<file path="src/rtl/hazard_stall_unit_pkg.sv">
// Shared pipeline constants for the hazard/stall controller.
// Latency: n/a (types and constants only).
// Backpressure: n/a.
package hazard_stall_unit_pkg;

  // Controller states: normal issue, multi-cycle hazard stall,
  // post-HALT drain of EX/MEM/WB, and terminal halted state.
  typedef enum logic [1:0] {
    ST_RUN    = 2'd0,
    ST_STALL  = 2'd1,
    ST_DRAIN  = 2'd2,
    ST_HALTED = 2'd3
  } state_t;

  // Cycles needed to let EX, MEM and WB retire after a HALT leaves decode.
  localparam int HALT_DRAIN_DEFAULT = 3;

  // Width of the shared stall/drain down-counter.
  localparam int CNT_W = 2;

endpackage

</file>
<file path="src/rtl/hazard_match.sv">
// Flags a decode source operand that depends on a given destination register.
// Latency: purely combinational.
// Backpressure: none; evaluated every cycle.
module hazard_match #(
  parameter int NB_REG = 5
) (
  input  logic [NB_REG-1:0] id_rs,
  input  logic [NB_REG-1:0] id_rt,
  input  logic              id_use_rs,
  input  logic              id_use_rt,
  input  logic [NB_REG-1:0] dest_rd,
  output logic              hit
);

  // Register 0 is hardwired to zero, so a write to it can never create a dependency.
  always_comb begin
    hit = (dest_rd != '0) &&
          ((id_use_rs && (id_rs == dest_rd)) ||
           (id_use_rt && (id_rt == dest_rd)));
  end

endmodule

</file>
<file path="src/rtl/hazard_stall_unit.sv">
// Load-use / decode-branch hazard stall and HALT drain controller.
// Latency: stall is asserted combinationally in the detecting cycle; HALT drains for HALT_DRAIN cycles.
// Backpressure: stall freezes PC and IF/ID and bubbles ID/EX; enable=0 freezes the whole unit.
module hazard_stall_unit
  import hazard_stall_unit_pkg::*;
#(
  parameter int NB_REG     = 5,
  parameter int HALT_DRAIN = HALT_DRAIN_DEFAULT
) (
  input  logic              clock,
  input  logic              reset,
  input  logic              enable,
  input  logic [NB_REG-1:0] id_rs,
  input  logic [NB_REG-1:0] id_rt,
  input  logic              id_use_rs,
  input  logic              id_use_rt,
  input  logic              id_branch,
  input  logic              id_halt,
  input  logic [NB_REG-1:0] ex_rd,
  input  logic [NB_REG-1:0] mem_rd,
  input  logic              ex_reg_write,
  input  logic              ex_mem_read,
  input  logic              mem_mem_read,
  output logic              pc_write,
  output logic              if_id_write,
  output logic              id_ex_bubble,
  output logic              stall_active,
  output logic              halted
);

  // Counter value loaded on entering DRAIN; DRAIN lasts cnt+1 cycles.
  localparam logic [CNT_W-1:0] DRAIN_INIT =
    (HALT_DRAIN > 1) ? CNT_W'(HALT_DRAIN - 1) : '0;

  state_t           state;
  logic [CNT_W-1:0] cnt;
  logic             halted_q;
  logic             ex_hit;
  logic             mem_hit;
  logic [1:0]       stall_len;

  hazard_match #(.NB_REG(NB_REG)) u_match_ex (
    .id_rs     (id_rs),
    .id_rt     (id_rt),
    .id_use_rs (id_use_rs),
    .id_use_rt (id_use_rt),
    .dest_rd   (ex_rd),
    .hit       (ex_hit)
  );

  hazard_match #(.NB_REG(NB_REG)) u_match_mem (
    .id_rs     (id_rs),
    .id_rt     (id_rt),
    .id_use_rs (id_use_rs),
    .id_use_rt (id_use_rt),
    .dest_rd   (mem_rd),
    .hit       (mem_hit)
  );

  // Stall length: branches resolve in decode, so they must also wait on ALU
  // results in EX and on loads still in MEM; a load in EX feeding a branch costs two.
  always_comb begin
    stall_len = 2'd0;
    if (id_branch && ex_mem_read && ex_hit) begin
      stall_len = 2'd2;
    end else if (id_branch && ((ex_reg_write && ex_hit) || (mem_mem_read && mem_hit))) begin
      stall_len = 2'd1;
    end else if (!id_branch && ex_mem_read && ex_hit) begin
      stall_len = 2'd1;
    end
  end

  // Pipeline control outputs; the first stall cycle is driven straight from RUN decode.
  always_comb begin
    pc_write     = 1'b0;
    if_id_write  = 1'b0;
    id_ex_bubble = 1'b1;
    stall_active = 1'b0;
    if (reset) begin
      // hold everything while reset is applied
    end else if (!enable) begin
      id_ex_bubble = 1'b0;
      stall_active = (state == ST_STALL);
    end else begin
      case (state)
        ST_RUN: begin
          if (stall_len != 2'd0) begin
            stall_active = 1'b1;
          end else if (!id_halt) begin
            pc_write     = 1'b1;
            if_id_write  = 1'b1;
            id_ex_bubble = 1'b0;
          end
        end
        ST_STALL: stall_active = 1'b1;
        default: begin
          // DRAIN and HALTED keep the front end frozen and bubbling
        end
      endcase
    end
  end

  // Halt is sticky until reset, but reads low during the reset cycle itself.
  always_comb begin
    halted = halted_q && !reset;
  end

  // State/counter sequencing; a single-cycle stall never leaves RUN, and
  // a HALT is only taken once no hazard is pending in decode.
  always_ff @(posedge clock) begin
    if (reset) begin
      state    <= ST_RUN;
      cnt      <= '0;
      halted_q <= 1'b0;
    end else if (enable) begin
      case (state)
        ST_RUN: begin
          if (stall_len == 2'd2) begin
            state <= ST_STALL;
            cnt   <= CNT_W'(1);
          end else if ((stall_len == 2'd0) && id_halt) begin
            state <= ST_DRAIN;
            cnt   <= DRAIN_INIT;
          end
        end
        ST_STALL: begin
          if (cnt <= CNT_W'(1)) begin
            state <= ST_RUN;
            cnt   <= '0;
          end else begin
            cnt <= cnt - CNT_W'(1);
          end
        end
        ST_DRAIN: begin
          if (cnt == '0) begin
            state    <= ST_HALTED;
            halted_q <= 1'b1;
          end else begin
            cnt <= cnt - CNT_W'(1);
          end
        end
        ST_HALTED: begin
          halted_q <= 1'b1;
        end
        default: begin
          state <= ST_RUN;
          cnt   <= '0;
        end
      endcase
    end
  end

endmodule

</file>
<file path="config.mk">
export PLATFORM = sky130hd
export DESIGN_NAME = hazard_stall_unit
export DESIGN_NICKNAME = d
export VERILOG_FILES = /design/src/rtl/hazard_stall_unit_pkg.sv /design/src/rtl/hazard_match.sv /design/src/rtl/hazard_stall_unit.sv
export SDC_FILE = /design/constraint.sdc
export NUM_CORES = 1
export LEC_CHECK = 0
export BUFFER_PORTS_ARGS = -buffer_cell sky130_fd_sc_hd__clkbuf_2
export CORE_MARGIN = 5
export CORE_UTILIZATION = 52
export CTS_BUF_LIST = sky130_fd_sc_hd__clkbuf_4
export DETAILED_ROUTE_END_ITERATION = 7
export GPL_TIMING_DRIVEN = 0
export PLACE_DENSITY = 0.84
export SLEW_MARGIN = 20
export SYNTH_ARGS = -nofsm -noshare
export SYNTH_HDL_FRONTEND = slang
export SYNTH_SLANG_ARGS = --single-unit
</file>
<file path="constraint.sdc">
create_clock -name clock -period 5.4 [get_ports clock]
set_input_delay 1.62 -clock clock [delete_from_list [all_inputs] [get_ports clock]]
set_output_delay 1.62 -clock clock [all_outputs]
set_load 0.02 [all_outputs]
</file>
==> results.sh, run 1 <==
export IMPL_outcome="completed"
export IMPL_grt_max_degree=11
export IMPL_dp_hpwl_mm=1.71
export IMPL_yosys_top_cells_count="xnor2_1, ha_1, inv_1"
export IMPL_clk_latency_ns=0.23
export IMPL_hold_viol=0
export IMPL_setup_viol=0
export IMPL_p_clk_share_pct=16.1
export IMPL_clockBufferDepth=2
export IMPL_postRouteAntennaNets=0
export IMPL_grt_pass1_vias=788
export IMPL_whs_ns=0.492
export IMPL_antennaDiodeCount=0
export IMPL_gr_usage_met1_pct=19.5
export IMPL_instances_no_fill=148
export IMPL_seqCellArea_sq_um=100
export IMPL_rows=13
export IMPL_grt_usage_pct=16.7
export IMPL_drc=0
export IMPL_yosys_top_cells_area="xnor2_1, dfxtp_1, ha_1"
export IMPL_areaGrowthSynthToFinish_pct=27.8
export IMPL_final_nets=172
export IMPL_tns_ns=0
export IMPL_setup_ws_ns=0.192
export IMPL_ys_flop_type="dfxtp_1"
export IMPL_drt_iter0_drc=12
export IMPL_synth_top_cell_area_share_pct=22.7
export IMPL_synth_seq_cells=5
export IMPL_fin_skew_ns=0.00124
export IMPL_p_seq_share_pct=21.3
export IMPL_synth_cells=96
export IMPL_dp_slack_ns=0.216
export IMPL_cts_resized=0
export IMPL_final_fill_count=117
export IMPL_syn_area_sq_um=771
export IMPL_power_switching_mw=0.123
export IMPL_ir_drop_mv=0.196
export IMPL_viasPerCell=5.36
export IMPL_worst_slew_pin_slew_ns=0.433
export IMPL_p_per_area_mw_per_mm2=294
export IMPL_cap_violations=0
export IMPL_postCtsHoldBufs=0
export IMPL_cts_sinks=5
export IMPL_h_tree_depth=1
export IMPL_clockRootBuffer="clkbuf_4"
export IMPL_gp_congestion=0.857
export IMPL_met2_usage_pct=28.7
export IMPL_p_leak_nw=0.453
export IMPL_combPwrFrac_pct=62.5
export IMPL_grt_most_used_layer="met2"
export IMPL_layout_drive_gt1_share_pct=31.6
export IMPL_synth_most_common_cell="xnor2_1"
export IMPL_cts_tree="built"
export IMPL_final_min_clock_period_ns=5.21
export IMPL_end_kind="output port"
export IMPL_async_flop_share_pct=0
export IMPL_finalPower_mw=0.290
export IMPL_grt_ovfl_total=0
export IMPL_start_util_pct=57.1
export IMPL_rsz0062_at_grt="no"
export IMPL_ys_types=31
export IMPL_required_ns=3.78
export IMPL_fmax_mhz=192
export IMPL_multi_input_area_sq_um=629
export IMPL_antenna_found_initial=0
export IMPL_clkTransAtPathRegs_ns=0.04
export IMPL_routedWlPerCell_microns=13.3
export IMPL_cp_data_arrival_time_ns=3.59
export IMPL_routed_wl_mm=1.96
export IMPL_die_area_sq_mm=0.00235
export IMPL_synth_area_per_cell_sq_um=8.03
export IMPL_worstSetupPathType="in -> out"
export IMPL_worstSetupStartpointType="input port"
export IMPL_ys_seq_area_share_pct=13.0
export IMPL_p_int_mw=0.167
export IMPL_dp_cells=144
export IMPL_met3_usage_pct=3.36
export IMPL_slew_headroom_pct=70.8
export IMPL_core_sq_mm=0.00135
export IMPL_num_io_pins=35
export IMPL_numCtsBuffers=3
export IMPL_ys_warn_count=0
export IMPL_vias=793
export IMPL_die_x_microns=48.5
export IMPL_grt_pass1_wl_mm=3.31
export IMPL_period_share_pct=96.4
export IMPL_synth_edf_count=0
export IMPL_p_sw_share_pct=42.4
export IMPL_first_pass_iters=4
export IMPL_post_cts_setup_buffer_count=0
export IMPL_worstHoldPathType="reg -> reg"
export IMPL_syn_nets=134
export IMPL_cp_max_fo=4
export IMPL_synth_top_area_cell="xnor2_1"
export IMPL_io_buffers=33
export IMPL_timing_final_max_slew_violations=0
export IMPL_die_h_microns=48.5
per-layer routing:
metal	up-vias	part of all wire, %
li1	417	-
met1	358	43
met3	2	5.2
met2	16	51
met4	0	0.87
met5	-	0
registers in the layout (all words and copies together) (netlist names):
register / count
cnt: 2
halted_q: 1
state: 2
cell type report:
type | instances | area share (%)
multi-input cells | 81 | 63.9
flip-flops and latches | 5 | 10.2
clock buffers | 4 | 3.05
well taps | 15 | 1.91
plain buffers | 2 | 1.14
inverters | 8 | 3.05
repair buffers | 33 | 16.8
cells by family (layout without fill, tap and decap cells):
kind of cell / after synthesis / in the layout / synth area share, %
AND/OR/NAND/NOR: 28 / 28 / 21.8
flip-flops: 5 / 5 / 13.0
AO/OA/AOI/OAI: 22 / 22 / 20.1
XOR/XNOR: 20 / 20 / 22.7
adder cells (fa/ha/maj): 8 / 8 / 13.0
multiplexers: 3 / 3 / 4.06
buffers and inverters: 10 / 47 / 5.36
final timing paths:
path                            to  slack, ns                   from  cells past startpoint
max                       pc_write       0.19               ex_rd[1]                      9
max reg2reg    cnt[0]$_SDFFE_PP0P_       3.76  state[1]$_SDFFE_PP0P_                      6
min reg2reg  halted_q$_SDFFE_PP0P_       0.49  halted_q$_SDFFE_PP0P_                      2
min          halted_q$_SDFFE_PP0P_       0.49  halted_q$_SDFFE_PP0P_                      2
power groups by stage:
stage | clock [mW] | combinational [mW] | sequential (mW)
finish | 0.0468 | 0.181 | 0.0619
global route | 0.0527 | 0.201 | 0.0639
CTS | 0.0488 | 0.180 | 0.0620
detailed placement | 0 | 0.179 | 0.0626
global placement | 0 | 0.173 | 0.0613
floorplan | 0 | 0.131 | 0.0595
cells in the final DEF (no fill, tap or decap), drive strengths merged, types with 4 or more instances in the layout:
cell    instances
clkbuf         38
xnor2          20
inv             8
ha              8
nor2b           6
nand2           6
dfxtp           5
o21ai           5
nand4           4
a21oi           4
worst max-delay path, stage by stage:
cell and delay [ns]:
clkbuf_2 0.12, or4_4 0.54, o211ai_1 0.19, o22ai_1 0.18, a22oi_1 0.26, nand3b_1 0.13, nor3b_1 0.25, buf_4 0.15
clkbuf_2 0.15
per-stage QoR:
stage	area [sq um]	util [%]
6_report	985	72.9
5_1_grt	985	72.9
4_1_cts	985	72.9
3_5_place_dp	955	70.7
3_3_place_gp	955	70.7
2_1_floorplan	771	-
Note: power is estimated with default switching activity, not from simulation.
==> run 2: changes to the inputs <==
Settings changed: BUFFER_PORTS_ARGS -buffer_cell sky130_fd_sc_hd__clkbuf_2 to not set, CORE_AREA set to 5 5 42 44, CORE_MARGIN 5 to not set, CORE_UTILIZATION 52 to not set, DIE_AREA set to 0 0 47 49, DONT_BUFFER_PORTS set to 1, PLACE_DENSITY 0.84 to 0.7.
==> results.sh, run 2 (synthesis gave the netlist of run 1 again) <==
export IMPL_core_sq_mm=0.00140
export IMPL_num_io_pins=35
export IMPL_cts_tree="built"
export IMPL_vias=691
export IMPL_layout_commonest_cell="xnor2_1"
export IMPL_cts_sinks=5
export IMPL_timing_final_max_slew_violations=0
export IMPL_cpMaxStageDelayCell="or4_4"
export IMPL_die_h_microns=49
export IMPL_drc=0
export IMPL_viasPerCell=5.96
export IMPL_p_leak_nw=0.316
export IMPL_outcome="completed"
export IMPL_fmax_mhz=195
export IMPL_ir_drop_mv=0.206
export IMPL_worstHoldPathType="reg -> reg"
export IMPL_final_nets=139
export IMPL_final_min_clock_period_ns=5.13
export IMPL_clk_latency_ns=0.23
export IMPL_slowest_delay_ns=0.52
export IMPL_layout_drive_gt1_share_pct=10.0
export IMPL_fin_skew_ns=0.00180
export IMPL_period_share_pct=95.0
export IMPL_die_area_sq_mm=0.00230
export IMPL_setup_viol=0
export IMPL_grt_ovfl_total=0
export IMPL_hold_viol=0
export IMPL_rsz0062_at_grt="no"
export IMPL_numCtsBuffers=3
export IMPL_h_tree_depth=1
export IMPL_cp_data_arrival_time_ns=3.51
export IMPL_final_cell_area_sq_um=826
export IMPL_die_x_microns=47
export IMPL_cp_cell_sequence="or4_4 > o211ai_1 > o22ai_1 > a22oi_1 > nand3b_1 > nor3b_2 > buf_4"
export IMPL_grt_max_degree=11
export IMPL_clockRootBuffer="clkbuf_4"
export IMPL_gp_congestion=0.857
export IMPL_antenna_found_initial=0
export IMPL_grt_usage_pct=15.3
export IMPL_post_cts_setup_buffer_count=0
export IMPL_end_kind="output port"
export IMPL_clkTransAtPathRegs_ns=0.04
export IMPL_routed_wl_mm=1.67
export IMPL_cts_resized=1
export IMPL_cp_max_fo=4
export IMPL_final_fill_count=132
export IMPL_worst_slew_pin_slew_ns=0.460
export IMPL_p_per_area_mw_per_mm2=318
export IMPL_areaGrowthSynthToFinish_pct=7.14
export IMPL_routedWlPerCell_microns=14.4
export IMPL_placed_area_sq_um=791
export IMPL_required_ns=3.78
export IMPL_grt_pass1_wl_mm=2.66
export IMPL_antennaDiodeCount=0
export IMPL_tns_ns=0
export IMPL_mostFrequentLayoutCells="xnor2_1, inv_1, ha_1, nor2b_1, nand2_1"
export IMPL_postRouteAntennaNets=0
export IMPL_dp_cells=112
export IMPL_io_buffers=0
export IMPL_first_pass_iters=4
export IMPL_clockBufferDepth=2
export IMPL_worstSetupStartpointType="input port"
export IMPL_instances_no_fill=116
export IMPL_start_util_pct=55.0
export IMPL_rows=14
export IMPL_postCtsHoldBufs=0
export IMPL_grt_pass1_vias=727
export IMPL_worstSetupPathType="in -> out"
export IMPL_cap_violations=0
export IMPL_dp_hpwl_mm=1.51
export IMPL_drt_iter0_drc=12
export IMPL_slew_headroom_pct=69.4
export IMPL_reg_top3="cnt: 2 flops, state: 2 flops, halted_q: 1 flops"
-- run 2: changes by cell type in the layout (fill, tap and decap cells not counted) --
cell      before  now
nor3b_1        2    1
clkbuf_2      33    0
nor3b_2        0    1
-- run 2: final timing paths --
kind | from | end | slack, ns | cells after the start
worst max-delay path | ex_rd[1] | pc_write | 0.27 | 7
worst max register to register | state[0]$_SDFFE_PP0P_ | state[1]$_SDFFE_PP0P_ | 3.79 | 6
worst min-delay path | halted_q$_SDFFE_PP0P_ | halted_q$_SDFFE_PP0P_ | 0.46 | 2
worst min register to register | halted_q$_SDFFE_PP0P_ | halted_q$_SDFFE_PP0P_ | 0.46 | 2
-- run 2: per-stage QoR --
step | util [%] | hold slack (ns) | worst slack (ns) | power, mW
floorplan | - | 0.429 | 0.161 | 0.190
global placement | 56.4 | 0.447 | -0.00554 | 0.214
detailed placement | 56.4 | 0.456 | 0.00652 | 0.218
CTS | 58.9 | 0.466 | 0.262 | 0.268
global route | 58.9 | 0.508 | 0.178 | 0.297
finish | 58.9 | 0.456 | 0.272 | 0.263
-- run 2: where the power goes --
group          leakage (nW)  switching (mW)  internal (mW)
Sequential           0.0410          0.0106         0.0506
Combinational         0.257          0.0820         0.0735
Clock                0.0184          0.0133         0.0328
-- run 2: critical path, delay by kind of cell --
kind	cells	cell delay, ns
AND/OR/NAND/NOR	3	1.06
AO/OA/AOI/OAI	3	0.60
buffers and inverters	1	0.22
-- run 2: area by class of cell --
| cell class | count | area [sq um] | share of cell area, % |
|---|---|---|---|
| well taps | 16 | 20.0 | 2.42 |
| inverters | 8 | 30.0 | 3.64 |
| plain buffers | 2 | 11.3 | 1.36 |
| clock buffers | 4 | 30.0 | 3.64 |
| flip-flops and latches | 5 | 100 | 12.1 |
| multi-input cells | 81 | 634 | 76.8 |
-- run 2: layer usage --
layer  share of wire, %  up-vias  GRT usage [%]  routed length (microns)
met5                  0        -              0                        0
met4                  0        0           7.37                        0
met3                 13        0           4.80                      218
met2                 54       25           29.0                      895
met1                 33      318           13.2                      554
li1                   -      348              -                        -
==> run 3: changes to the inputs <==
Settings changed: ABC_AREA set to 1, CORE_AREA 5 5 42 44 to not set, CORE_MARGIN set to 5, CORE_UTILIZATION set to 68, DIE_AREA 0 0 47 49 to not set, PLACE_DENSITY 0.7 to 0.81.
==> results.sh, run 3 <==
export IMPL_outcome="completed"
export IMPL_viasPerCell=5.27
export IMPL_postCtsHoldBufs=0
export IMPL_grt_most_used_layer="met2"
export IMPL_power_switching_mw=0.0747
export IMPL_core_sq_mm=0.00127
export IMPL_combPwrFrac_pct=47.3
export IMPL_post_cts_setup_buffer_count=0
export IMPL_grt_pass1_wl_mm=3.33
export IMPL_die_h_microns=46.2
export IMPL_cp_max_fo=4
export IMPL_vias=1006
export IMPL_layout_drive_gt1_share_pct=10.2
export IMPL_p_per_area_mw_per_mm2=194
export IMPL_rows=13
export IMPL_clk_latency_ns=0.24
export IMPL_grt_ovfl_total=0
export IMPL_routedWlPerCell_microns=11.1
export IMPL_synth_edf_count=0
export IMPL_p_leak_nw=0.552
export IMPL_slew_headroom_pct=70.2
export IMPL_final_min_clock_period_ns=4.65
export IMPL_areaGrowthSynthToFinish_pct=5.48
export IMPL_tns_ns=0
export IMPL_cts_sinks=5
export IMPL_p_clk_share_pct=26.2
export IMPL_syn_nets=210
export IMPL_gp_congestion=0.924
export IMPL_cp_startpoint="ex_rd[2]"
export IMPL_setup_viol=0
export IMPL_end_kind="output port"
export IMPL_clkTransAtPathRegs_ns=0.04
export IMPL_timing_final_max_slew_violations=0
export IMPL_grt_usage_pct=21.1
export IMPL_ys_seq_area_share_pct=11.2
export IMPL_synth_top_area_cell="nand2_1"
export IMPL_async_flop_share_pct=0
export IMPL_layout_commonest_cell="nand2_1"
export IMPL_yosys_top_cells_area="nand2_1, dfxtp_1, ha_1"
export IMPL_reg2reg_depth=8
export IMPL_h_tree_depth=1
export IMPL_met2_usage_pct=31.0
export IMPL_rsz0062_at_grt="no"
export IMPL_grt_pass1_vias=843
export IMPL_postRouteAntennaNets=0
export IMPL_syn_area_sq_um=891
export IMPL_grt_max_degree=9
export IMPL_synth_area_per_cell_sq_um=5.18
export IMPL_min_from="halted_q$_SDFFE_PP0P_"
export IMPL_ys_warn_count=0
export IMPL_antenna_found_initial=0
export IMPL_final_nets=215
export IMPL_yosys_top_cells_count="nand2_1, inv_1, nor2_1"
export IMPL_reg_top3="cnt: 2 flops, state: 2 flops, halted_q: 1 flops"
export IMPL_synth_top_cell_area_share_pct=24.0
export IMPL_numCtsBuffers=3
export IMPL_antennaDiodeCount=0
export IMPL_dp_hpwl_mm=1.88
export IMPL_synth_most_common_cell="nand2_1"
export IMPL_period_share_pct=86.2
export IMPL_required_ns=3.78
export IMPL_worstHoldPathType="reg -> reg"
export IMPL_die_x_microns=46.2
export IMPL_first_pass_iters=4
export IMPL_cp_data_arrival_time_ns=3.03
export IMPL_clockBufferDepth=2
export IMPL_hold_viol=0
export IMPL_cts_resized=0
export IMPL_ir_drop_mv=0.163
export IMPL_drc=0
export IMPL_dp_slack_ns=0.742
export IMPL_num_io_pins=35
export IMPL_ys_types=18
export IMPL_whs_path_depth=2
export IMPL_worstSetupStartpointType="input port"
export IMPL_r2r_start="state[0]$_SDFFE_PP0P_"
export IMPL_start_util_pct=70.2
export IMPL_clockRootBuffer="clkbuf_4"
export IMPL_routed_wl_mm=2.13
export IMPL_worstSetupPathType="in -> out"
export IMPL_p_int_mw=0.108
export IMPL_fin_skew_ns=0.000193
export IMPL_synth_seq_cells=5
export IMPL_io_buffers=0
export IMPL_p_sw_share_pct=40.9
export IMPL_gr_usage_met1_pct=30.4
export IMPL_ys_flop_type="dfxtp_1"
export IMPL_p_seq_share_pct=26.5
export IMPL_worst_slew_pin_slew_ns=0.449
export IMPL_setup_ws_ns=0.745
export IMPL_met3_usage_pct=6.25
export IMPL_mostFrequentLayoutCells="nand2_1, inv_1, nor2_1, nand3_1, o21ai_0"
export IMPL_die_area_sq_mm=0.00213
export IMPL_synth_cells=172
export IMPL_cts_tree="built"
export IMPL_fmax_mhz=215
export IMPL_drt_iter0_drc=31
export IMPL_cap_violations=0
## run 3: changes by cell type in the layout (fill, tap and decap cells not counted), moves of 3 or more
cell     delta
nor2_1     +23
a21oi_1     +3
inv_2       +6
nor2b_1     -6
inv_1      +18
nand2_1    +51
xnor2_1    -20
nand4_1     -4
nand2_2     +3
nand3_1    +14
o21ai_0     +5
## run 3: final timing paths
check                          end  slack (ns)
min reg2reg  halted_q$_SDFFE_PP0P_        0.48
max                       pc_write        0.75
max reg2reg  state[1]$_SDFFE_PP0P_        3.79
min          halted_q$_SDFFE_PP0P_        0.48
## run 3: area by class of cell
class / count / area, sq um
Clock buffer: 4 / 30.0
Sequential cell: 5 / 100
Tap cell: 15 / 18.8
Inverter: 32 / 120
Fill cell: 122 / 329
Buffer: 1 / 7.51
Multi-Input combinational cell: 134 / 663
## run 3: kinds of logic after synthesis
logic type,Yosys count,share of synthesized area (%)
AOI/OAI and AO/OA,18,10.8
and+or+nand+nor,106,50.4
DFF,5,11.2
xor gates and xnor gates,2,1.97
buffers and inverters,33,14.3
adders and majority gates,8,11.2
## run 3: power by group through the flow
stage / clock network (mW) / logic (mW) / registers, mW
floorplan: 0 / 0.0717 / 0.0478
global placement: 0 / 0.0817 / 0.0487
detailed placement: 0 / 0.0852 / 0.0493
CTS: 0.0495 / 0.0860 / 0.0486
global route: 0.0520 / 0.0982 / 0.0493
finish: 0.0478 / 0.0865 / 0.0484
## run 3: metrics by stage
stage                     instances  cell area (sq um)  util, %  hold WS, ns  total power, mW
after CTS                       191                940     74.1        0.480            0.184
after detailed placement        187                910     71.7        0.476            0.135
after floorplan                 172                891        -        0.451            0.119
after global routing            191                940     74.1        0.525            0.199
final                           191                940     74.1        0.476            0.183
after global placement          187                910     71.7        0.468            0.130
## run 3: critical path, cell delays in order
cell and delay [ns]:
nor3_1 0.18, nand3_1 0.17, nand3_1 0.13, nand2_1 0.05
nand2_1 0.08, nand2_1 0.07, nor2_1 0.09, nand2_1 0.07
nor2_1 0.35, buf_4 0.23
## run 3: per-layer routing
metal | share of wire, % | wire length, microns
met5 | 0 | 0
met4 | 0.52 | 11
met3 | 11 | 241
met2 | 42 | 896
met1 | 46 | 979
